`src/rtl/reset_sequencer.sv`:
```
// rtl/reset_sequencer.sv - multi-phase reset/bring-up sequencer with per-phase flag pulses and cross-domain sync.
// Optional macro RESET_SEQUENCER_SYNC_TIMEOUT_EN bounds each SYNC wait and raises a sticky SyncTimeout.
module reset_sequencer #(
    parameter int                            PHASES        = 3,
    parameter int                            CNTWIDTH      = 20,
    parameter logic [PHASES*CNTWIDTH-1:0]    PHASE_CYCLES  = {20'd1024, 20'd25000, 20'd625000},
    parameter int                            SYNC_CHANNELS = 2,
    parameter int                            SYNC_TIMEOUT  = 4096
) (
    input  logic                          clk,
    input  logic                          sync_rst_in,
    input  logic                          clk_en,
    input  logic                          sync_rst_Trigger,
    input  logic [SYNC_CHANNELS-1:0]      SyncIn,
    output logic [PHASES-1:0]             PhasePulse,
    output logic [$clog2(PHASES)-1:0]     PhaseIndex,
    output logic                          Busy,
    output logic                          Done,
    output logic                          SyncTimeout
);

    localparam int IDXW = $clog2(PHASES);

    typedef enum logic [2:0] {
        S_IDLE,
        S_START,
        S_COUNT,
        S_SYNC,
        S_DONE
    } state_t;

    state_t                     r_state;
    logic [7:0]                 r_start_sr;
    logic [CNTWIDTH-1:0]        r_cnt;
    logic [IDXW-1:0]            r_idx;
    logic [SYNC_CHANNELS-1:0]   r_cap;

    logic [CNTWIDTH-1:0]        w_limit [PHASES];
    logic                       w_match;
    logic                       w_last;
    logic                       w_sync_all;
    logic                       w_fire;
    logic                       w_to_hit;
    logic [PHASES-1:0]          w_onehot;

    if (PHASES < 2) begin : g_bad_phases
        $error("reset_sequencer: PHASES must be at least 2");
    end
    if (SYNC_CHANNELS < 1) begin : g_bad_channels
        $error("reset_sequencer: SYNC_CHANNELS must be at least 1");
    end
    if (SYNC_TIMEOUT < 1) begin : g_bad_timeout
        $error("reset_sequencer: SYNC_TIMEOUT must be at least 1");
    end

    // An all-ones limit would leave the counter no value past its terminal count.
    for (genvar gp = 0; gp < PHASES; gp++) begin : g_limit
        assign w_limit[gp] = PHASE_CYCLES[gp*CNTWIDTH +: CNTWIDTH];
        if (PHASE_CYCLES[gp*CNTWIDTH +: CNTWIDTH] == {CNTWIDTH{1'b1}}) begin : g_bad_limit
            $error("reset_sequencer: PHASE_CYCLES slice is all-ones");
        end
    end

    assign w_match    = (r_state == S_COUNT) && (r_cnt == w_limit[r_idx]);
    assign w_last     = (r_idx == IDXW'(PHASES - 1));
    assign w_sync_all = &(r_cap | SyncIn);
    assign w_fire     = clk_en && !sync_rst_Trigger && w_match;
    assign w_onehot   = {{(PHASES-1){1'b0}}, 1'b1} << r_idx;

    assign PhasePulse = w_fire ? w_onehot : '0;
    assign PhaseIndex = r_idx;
    assign Busy       = (r_state == S_START) || (r_state == S_COUNT) || (r_state == S_SYNC);
    assign Done       = (r_state == S_DONE);

`ifdef RESET_SEQUENCER_SYNC_TIMEOUT_EN
    localparam int TOW = $clog2(SYNC_TIMEOUT + 1);

    logic [TOW-1:0] r_to_cnt;
    logic           r_to_flag;

    assign w_to_hit    = (r_state == S_SYNC) && (r_to_cnt == TOW'(SYNC_TIMEOUT - 1));
    assign SyncTimeout = r_to_flag;

    // Counter sits at zero outside SYNC, so every SYNC entry starts a fresh window.
    always_ff @(posedge clk or posedge sync_rst_in) begin
        if (sync_rst_in) begin
            r_to_cnt  <= '0;
            r_to_flag <= 1'b0;
        end else if (clk_en) begin
            if (sync_rst_Trigger || (r_state != S_SYNC)) begin
                r_to_cnt <= '0;
            end else begin
                r_to_cnt <= r_to_cnt + 1'b1;
                if (w_to_hit && !w_sync_all) begin
                    r_to_flag <= 1'b1;
                end
            end
        end
    end
`else
    assign w_to_hit    = 1'b0;
    assign SyncTimeout = 1'b0;
`endif

    always_ff @(posedge clk or posedge sync_rst_in) begin
        if (sync_rst_in) begin
            r_state    <= S_IDLE;
            r_start_sr <= '0;
            r_cnt      <= '0;
            r_idx      <= '0;
            r_cap      <= '0;
        end else if (clk_en) begin
            r_start_sr <= {r_start_sr[6:0], 1'b1};
            if (sync_rst_Trigger) begin
                r_state <= S_START;
                r_cnt   <= '0;
                r_idx   <= '0;
                r_cap   <= '0;
            end else begin
                case (r_state)
                    S_IDLE: begin
                        if (r_start_sr[6] && !r_start_sr[7]) begin
                            r_state <= S_START;
                        end
                    end
                    S_START: begin
                        r_state <= S_COUNT;
                        r_cnt   <= '0;
                        r_idx   <= '0;
                    end
                    S_COUNT: begin
                        if (w_match) begin
                            if (w_last) begin
                                r_state <= S_DONE;
                            end else begin
                                r_state <= S_SYNC;
                                r_cnt   <= '0;
                            end
                        end else begin
                            r_cnt <= r_cnt + 1'b1;
                        end
                    end
                    S_SYNC: begin
                        if (w_sync_all || w_to_hit) begin
                            r_state <= S_COUNT;
                            r_cap   <= '0;
                            r_cnt   <= '0;
                            r_idx   <= r_idx + 1'b1;
                        end else begin
                            r_cap <= r_cap | SyncIn;
                        end
                    end
                    S_DONE: begin
                        r_state <= S_DONE;
                    end
                    default: begin
                        r_state <= S_IDLE;
                    end
                endcase
            end
        end
    end

endmodule
```
`config.mk`:
```
export PLATFORM = sky130hd
export DESIGN_NAME = reset_sequencer
export DESIGN_NICKNAME = d
export VERILOG_FILES = /design/src/rtl/reset_sequencer.sv
export SDC_FILE = /design/constraint.sdc
export NUM_CORES = 1
export LEC_CHECK = 0
export ABC_AREA = 1
export CAP_MARGIN = 20
export CORE_MARGIN = 4
export CORE_UTILIZATION = 38
export DETAILED_ROUTE_END_ITERATION = 12
export PLACE_DENSITY_LB_ADDON = 0.05
export SLEW_MARGIN = 0
export SYNTH_ARGS = -nofsm -noshare
export SYNTH_HDL_FRONTEND = slang
export SYNTH_SLANG_ARGS = --single-unit
```
`constraint.sdc`:
```
create_clock -name clk -period 2.1 [get_ports clk]
set_input_delay 0.21 -clock clk [delete_from_list [all_inputs] [get_ports clk]]
set_output_delay 0.21 -clock clk [all_outputs]
set_load 0.01 [all_outputs]
```
==> impl_metrics.tcl <==
set metrics [dict create \
    design_area_mm2 0.00299 \
    crit_fanout 3 \
    place_area_mm2 0.00283 \
    initial_utilization_pct 39.7 \
    drt_iter0_drc 197 \
    arrival_ns 1.85 \
    cts_tree "yes" \
    critPathCaptureType "output pin" \
    firstDrtPassIters 4 \
    totalWireLength_um 6530 \
    synth_edf_count 0 \
    slew_violations 0 \
    place_congestion 0.885 \
    cp.required_ns 1.89 \
    fmax_ghz 0.486 \
    cts_hold_buffers 0 \
    power.density_mw_per_mm2 626 \
    rsz0062_at_grt "yes" \
    crit_type "register to output pin" \
    cts_max_path_buffers 2 \
    ir_drop_mv 0.305 \
    synth_cell_type_count 29 \
    yosysSeqAreaShare_pct 36.6 \
    finalHoldViolCount 0 \
    ios 14 \
    die_w_um 87.3 \
    leakagePower_nw 1.37 \
    rows 28 \
    dieArea_mm2 0.00762 \
    routedWlPerCell_um 13.7 \
    htreeDepth 2 \
    core_mm2 0.00603 \
    postRouteAntennaNets 0 \
    viasPerCell 4.94 \
    syn-num-nets 364 \
    timing.rr.start "PhaseIndex[1]" \
    synthCells 353 \
    final.period_utilization_pct 98.0 \
    r2r_cells 14 \
    via_count 2357 \
    clk_pin_slew_worst_paths_ns 0.08 \
    layout_commonest_cell "nand2_1" \
    holdCritPathClass "input port to async pin" \
    cts_sinks 35 \
    grt_overflow_total 0 \
    dp_cells 464 \
    finClkSkew_ns 0.00432 \
    drive_gt1_share_pct 18.9 \
    r2r_slack_ns 0.20 \
    final_util_pct 49.6 \
    r2r_end "r_cnt[7]" \
    tns_ns 0 \
    instances_no_fill 477 \
    drv_cap 0 \
    grt_usage_pct 18.7 \
    clock_latency_ns 0.29 \
    status "completed" \
    ys_ff_latch 35 \
    fillCellCount 626 \
    cp-start-kind "register" \
    grt_pass1_vias 2299 \
    avgSynthCellArea_um2 6.77 \
    antenna_found_initial 0 \
    yosys_most_used_dff "dfrtp_1" \
    syn-cell-area_mm2 0.00239 \
    drc 0 \
    final_cell_mix "nand2_1 (117), nor2_1 (59), buf_4 (41)" \
    setup_viol 0 \
    numCtsBuffers 5 \
    grt_first_pass_wirelength_um 11200 \
    synthArstFlopShare_pct 100 \
    portBuffers 12 \
    area_growth_pct 25.0 \
    period_minus_slack_ns 2.06 \
    dp_hpwl_um 5010 \
    nets 412 \
    yosys_warnings 0 \
    antenna_cells 0 \
    cts-root-buf "clkbuf_8" \
    grt_max_degree 36 \
    fp.dieH_um 87.3 \
]
## power by group
group          internal (mW)  leakage [nW]  switching, mW
sequential             0.724         0.467         0.0512
clock                  0.231        0.0402          0.266
combinational          0.259         0.862          0.340
## worst max path at each step
stage	endpoint	startpoint	slack, ns	cells past startpoint
finish	PhasePulse[1]	PhaseIndex[1]	0.04	10
global route	PhasePulse[1]	PhaseIndex[0]	-0.15	10
CTS	PhasePulse[1]	PhaseIndex[0]	0.02	11
detailed placement	PhasePulse[1]	PhaseIndex[1]	-0.1	8
global placement	PhasePulse[0]	PhaseIndex[0]	-0.004	10
floorplan	r_cnt[2]	PhaseIndex[1]	0.35	13
## metal layers
layer  vias up  GRT usage, %  part of all wire (%)  wire length, um
li1       1214             -                     -                -
met1      1085          25.2                    48             3130
met2        53          30.9                    46             3030
met3         5          3.31                   4.8              314
met4         0          4.74                  0.86               56
met5         -             0                     0                0
## flip-flops by register name (all words and copies together) (netlist names)
signal	cells
r_state	3
PhaseIndex	2
r_cnt	20
r_start_sr	8
r_cap	2
## what timing repair did
item                       CTS  global route
pin swaps                    2             8
buffers inserted             0             5
gates resized for setup     15            11
setup endpoints to repair    3             3
## worst max-delay path: stages, from the launching register on
cell	delay, ns
dfrtp_1	0.41
buf_4	0.15
ha_4	0.15
nand2_1	0.05
nand2_1	0.07
nor2_2	0.12
nand2_2	0.07
nor2_4	0.11
nand4_1	0.12
nor2_1	0.14
buf_2	0.15
## cell usage after synthesis (all sizes together), types with 2 or more instances
library cell	instances	area share, %
a21oi	4	0.84
nand4	19	5.2
xnor2	2	0.73
nand3	25	5.4
clkbuf	4	0.73
xor2	9	3.3
ha	5	2.6
o21bai	4	1.3
dfrtp	35	37
inv	30	4.7
o21ai	16	3.4
buf	10	2.8
nand2	121	19
nor2	63	11
## area by class of cell
class,instances,area [um^2],area share (%)
clock buffer,5,68.8,2.30
clock inverter,3,20.0,0.670
inverter,30,115,3.85
multi-input combinational,274,1360,45.5
sequential,35,877,29.4
tap,75,93.8,3.14
timing repair buffer,55,453,15.2
## stage by stage
step | hold WS (ns) | power, mW | setup slack [ns]
finish | 0.314 | 1.87 | 0.0425
global route | 0.373 | 2.00 | -0.148
CTS | 0.331 | 1.85 | 0.0204
detailed placement | 0.451 | 1.34 | -0.0969
global placement | 0.449 | 1.33 | -0.00365
floorplan | 0.364 | 1.12 | 0.350
## kinds of logic after synthesis
family	synth area share, %
adders and majority gates	2.62
xor gates and xnor gates	4.03
AOI/OAI and AO/OA	6.34
and+or+nand+nor	41.9
DFF	36.6
other	0.157
buffers and inverters	8.27
No activity file was read; power rests on OpenSTA's default activity.
==> RTL edit, RTL diff (config.mk and constraints unchanged) <==
Set the parameter `SYNC_CHANNELS` to 4 (it was 2).
--- a/src/rtl/reset_sequencer.sv
+++ b/src/rtl/reset_sequencer.sv
@@ -4,7 +4,7 @@
     parameter int                            PHASES        = 3,
     parameter int                            CNTWIDTH      = 20,
     parameter logic [PHASES*CNTWIDTH-1:0]    PHASE_CYCLES  = {20'd1024, 20'd25000, 20'd625000},
-    parameter int                            SYNC_CHANNELS = 2,
+    parameter int                            SYNC_CHANNELS = 4,
     parameter int                            SYNC_TIMEOUT  = 4096
 ) (
     input  logic                          clk,
Interface: changed (resized SyncIn); port bits go from 14 to 16. No check against the original RTL was run, so the function may have changed too.
==> RTL edit against the unedited design <==
The flow now finishes with violations (negative setup slack). Maximum frequency down 2.9%. Setup slack worse by 0.061 ns. Count of clock-buffer cells in the layout unchanged. Sequential power up 4.1%. Final area up 6.9%. Non-clock buffer count up 10. Sequential cell count up 2. Wire length down 4.3%. Synthesized area up 0.94%. Total power up 20%. Critical path depth unchanged. Combinational power up 11%. Critical path type unchanged.
==> RTL edit: results (changes against the unedited design) <==
Run status: finished, violations left (was complete, no violations). The final reports fail on negative setup slack. The worst reg2reg path endpoint is r_state[2] (was r_cnt[7]). The share of cell area taken by multi-input logic gates is 42.99% (was 45.50%).

The leakage power is 1.525 nW (was 1.369 nW). The proportion of cell area spent on the clock network is 4.310% (was 2.974%). The switching part of the total was 32.15% (was 35.12%). The worst-case setup margin in the final layout is -0.01852 ns (was 0.04254 ns). The part of the power in the clock network is 34.5% (was 26.6%). The placed standard-cell area came to 0.002903 mm² (was 0.002829 mm²). The total routed wirelength came out at 6.244 mm (was 6.525 mm). The critical-path maximum fanout is 4 (was 3). The non-clock buffering overhead in the final layout came out at 17.12% (was 15.17%). The via count of the first global-routing pass is 2,331 (was 2,299). The capture point of the worst path is PhasePulse[0] (was PhasePulse[1]). The sequential element share of the synthesized area is 38.38% (was 36.65%). The total vias in the final route was 2,365 (was 2,357). Largest regs: r_cnt: 20 flops, r_start_sr: 8 flops, r_cap: 4 flops (was r_cnt: 20 flops, r_start_sr: 8 flops, r_state: 3 flops). The layout multi-input combinational cell count came out at 287 (was 274).

Most numerous cell types in the synthesized netlist: sky130_fd_sc_hd__nand2_1 (140), sky130_fd_sc_hd__nor2_1 (62), sky130_fd_sc_hd__dfrtp_1 (37), sky130_fd_sc_hd__inv_1 (29), sky130_fd_sc_hd__nand3_1 (22) (was sky130_fd_sc_hd__nand2_1 (118), sky130_fd_sc_hd__nor2_1 (60), sky130_fd_sc_hd__dfrtp_1 (35), sky130_fd_sc_hd__inv_1 (28), sky130_fd_sc_hd__nand3_1 (24)). The number of inserted filler cells in the final layout came to 608 (was 626). The detailed placement HPWL is 4.513 mm (was 5.008 mm).

The total of endpoints with negative setup slack in the final report is 3 (was 0). The number of buffers inserted by port buffering was 14 (was 12). The weighted congestion reported at the end of routability-driven placement came out at 0.8938 (was 0.8853).

The layout inverter count without the clock tree is 31 (was 30). The non-clock buffer total of the final layout is 65 (was 55). The post-synth design cell area is 0.002412 mm² (was 0.002390 mm²). The clock sink count came out at 37 (was 35).

The largest vdd supply drop is 0.0004565 V (was 0.0003049 V). Area contributors post-synth: sky130_fd_sc_hd__dfrtp_1 (38%), sky130_fd_sc_hd__nand2_1 (22%), sky130_fd_sc_hd__nor2_1 (9.6%), sky130_fd_sc_hd__nand3_1 (4.6%), sky130_fd_sc_hd__inv_1 (4.5%) (was sky130_fd_sc_hd__dfrtp_1 (37%), sky130_fd_sc_hd__nand2_1 (19%), sky130_fd_sc_hd__nor2_1 (9.4%), sky130_fd_sc_hd__nand3_1 (5.0%), sky130_fd_sc_hd__nand4_1 (4.7%)). The number of distinct library cell variants in the gate-level netlist after synthesis came out at 25 (was 29). The power consumed by sequential cells is 0.807 mW (was 0.775 mW).
==> RTL edit: changes by cell type after synthesis, moves of 3 or more <==
cell,unedited run,this run
sky130_fd_sc_hd__buf_2,6,3
sky130_fd_sc_hd__nand4_1,18,5
sky130_fd_sc_hd__nor3_1,1,4
sky130_fd_sc_hd__a21oi_1,4,8
sky130_fd_sc_hd__nand2_1,118,140
sky130_fd_sc_hd__nor2_2,1,9
sky130_fd_sc_hd__o21bai_1,4,0
==> RTL edit: repair_timing <==
| action | CTS | global route |
|---|---|---|
| pin swaps | 8 | 8 |
| gates resized for setup | 29 | 6 |
| buffers inserted | 9 | 3 |
| endpoints found under the setup margin | 3 | 15 |
==> RTL edit: layer usage <==
layer  vias to the layer above  share of wire [%]  track usage [%]
li1                       1248                  -                -
met1                      1082                 47            21.98
met2                        27                 49            31.85
met3                         8                2.6            2.540
met4                         0                1.7            6.416
met5                         -                  0                0
==> RTL edit: kinds of logic after synthesis <==
logic type | after synthesis | share of synthesized area [%]
flip-flops | 37 | 38.38
buffers and inverters | 41 | 7.676
AND/OR/NAND/NOR | 251 | 43.72
XOR/XNOR | 8 | 2.905
AO/OA/AOI/OAI | 22 | 4.564
other | 1 | 0.1555
adder cells (fa/ha/maj) | 5 | 2.593
==> RTL edit: worst min-delay path, delay by kind of cell <==
family                 cells  cell delay (ns)
buffers and inverters      3             0.86
==> RTL edit: through the flow <==
stage,worst slack [ns],hold slack [ns],total power [mW],setup TNS [ns],std cells
finish,-0.01852,0.3221,2.245,-0.03942,503
global placement,-0.08036,0.4529,1.438,-0.2264,484
global route,-0.1675,0.3651,2.385,-0.4958,503
CTS,-0.04285,0.3482,2.261,-0.08524,500
detailed placement,-0.1431,0.4552,1.442,-0.4037,484
floorplan,0.3579,0.3708,1.196,0,365
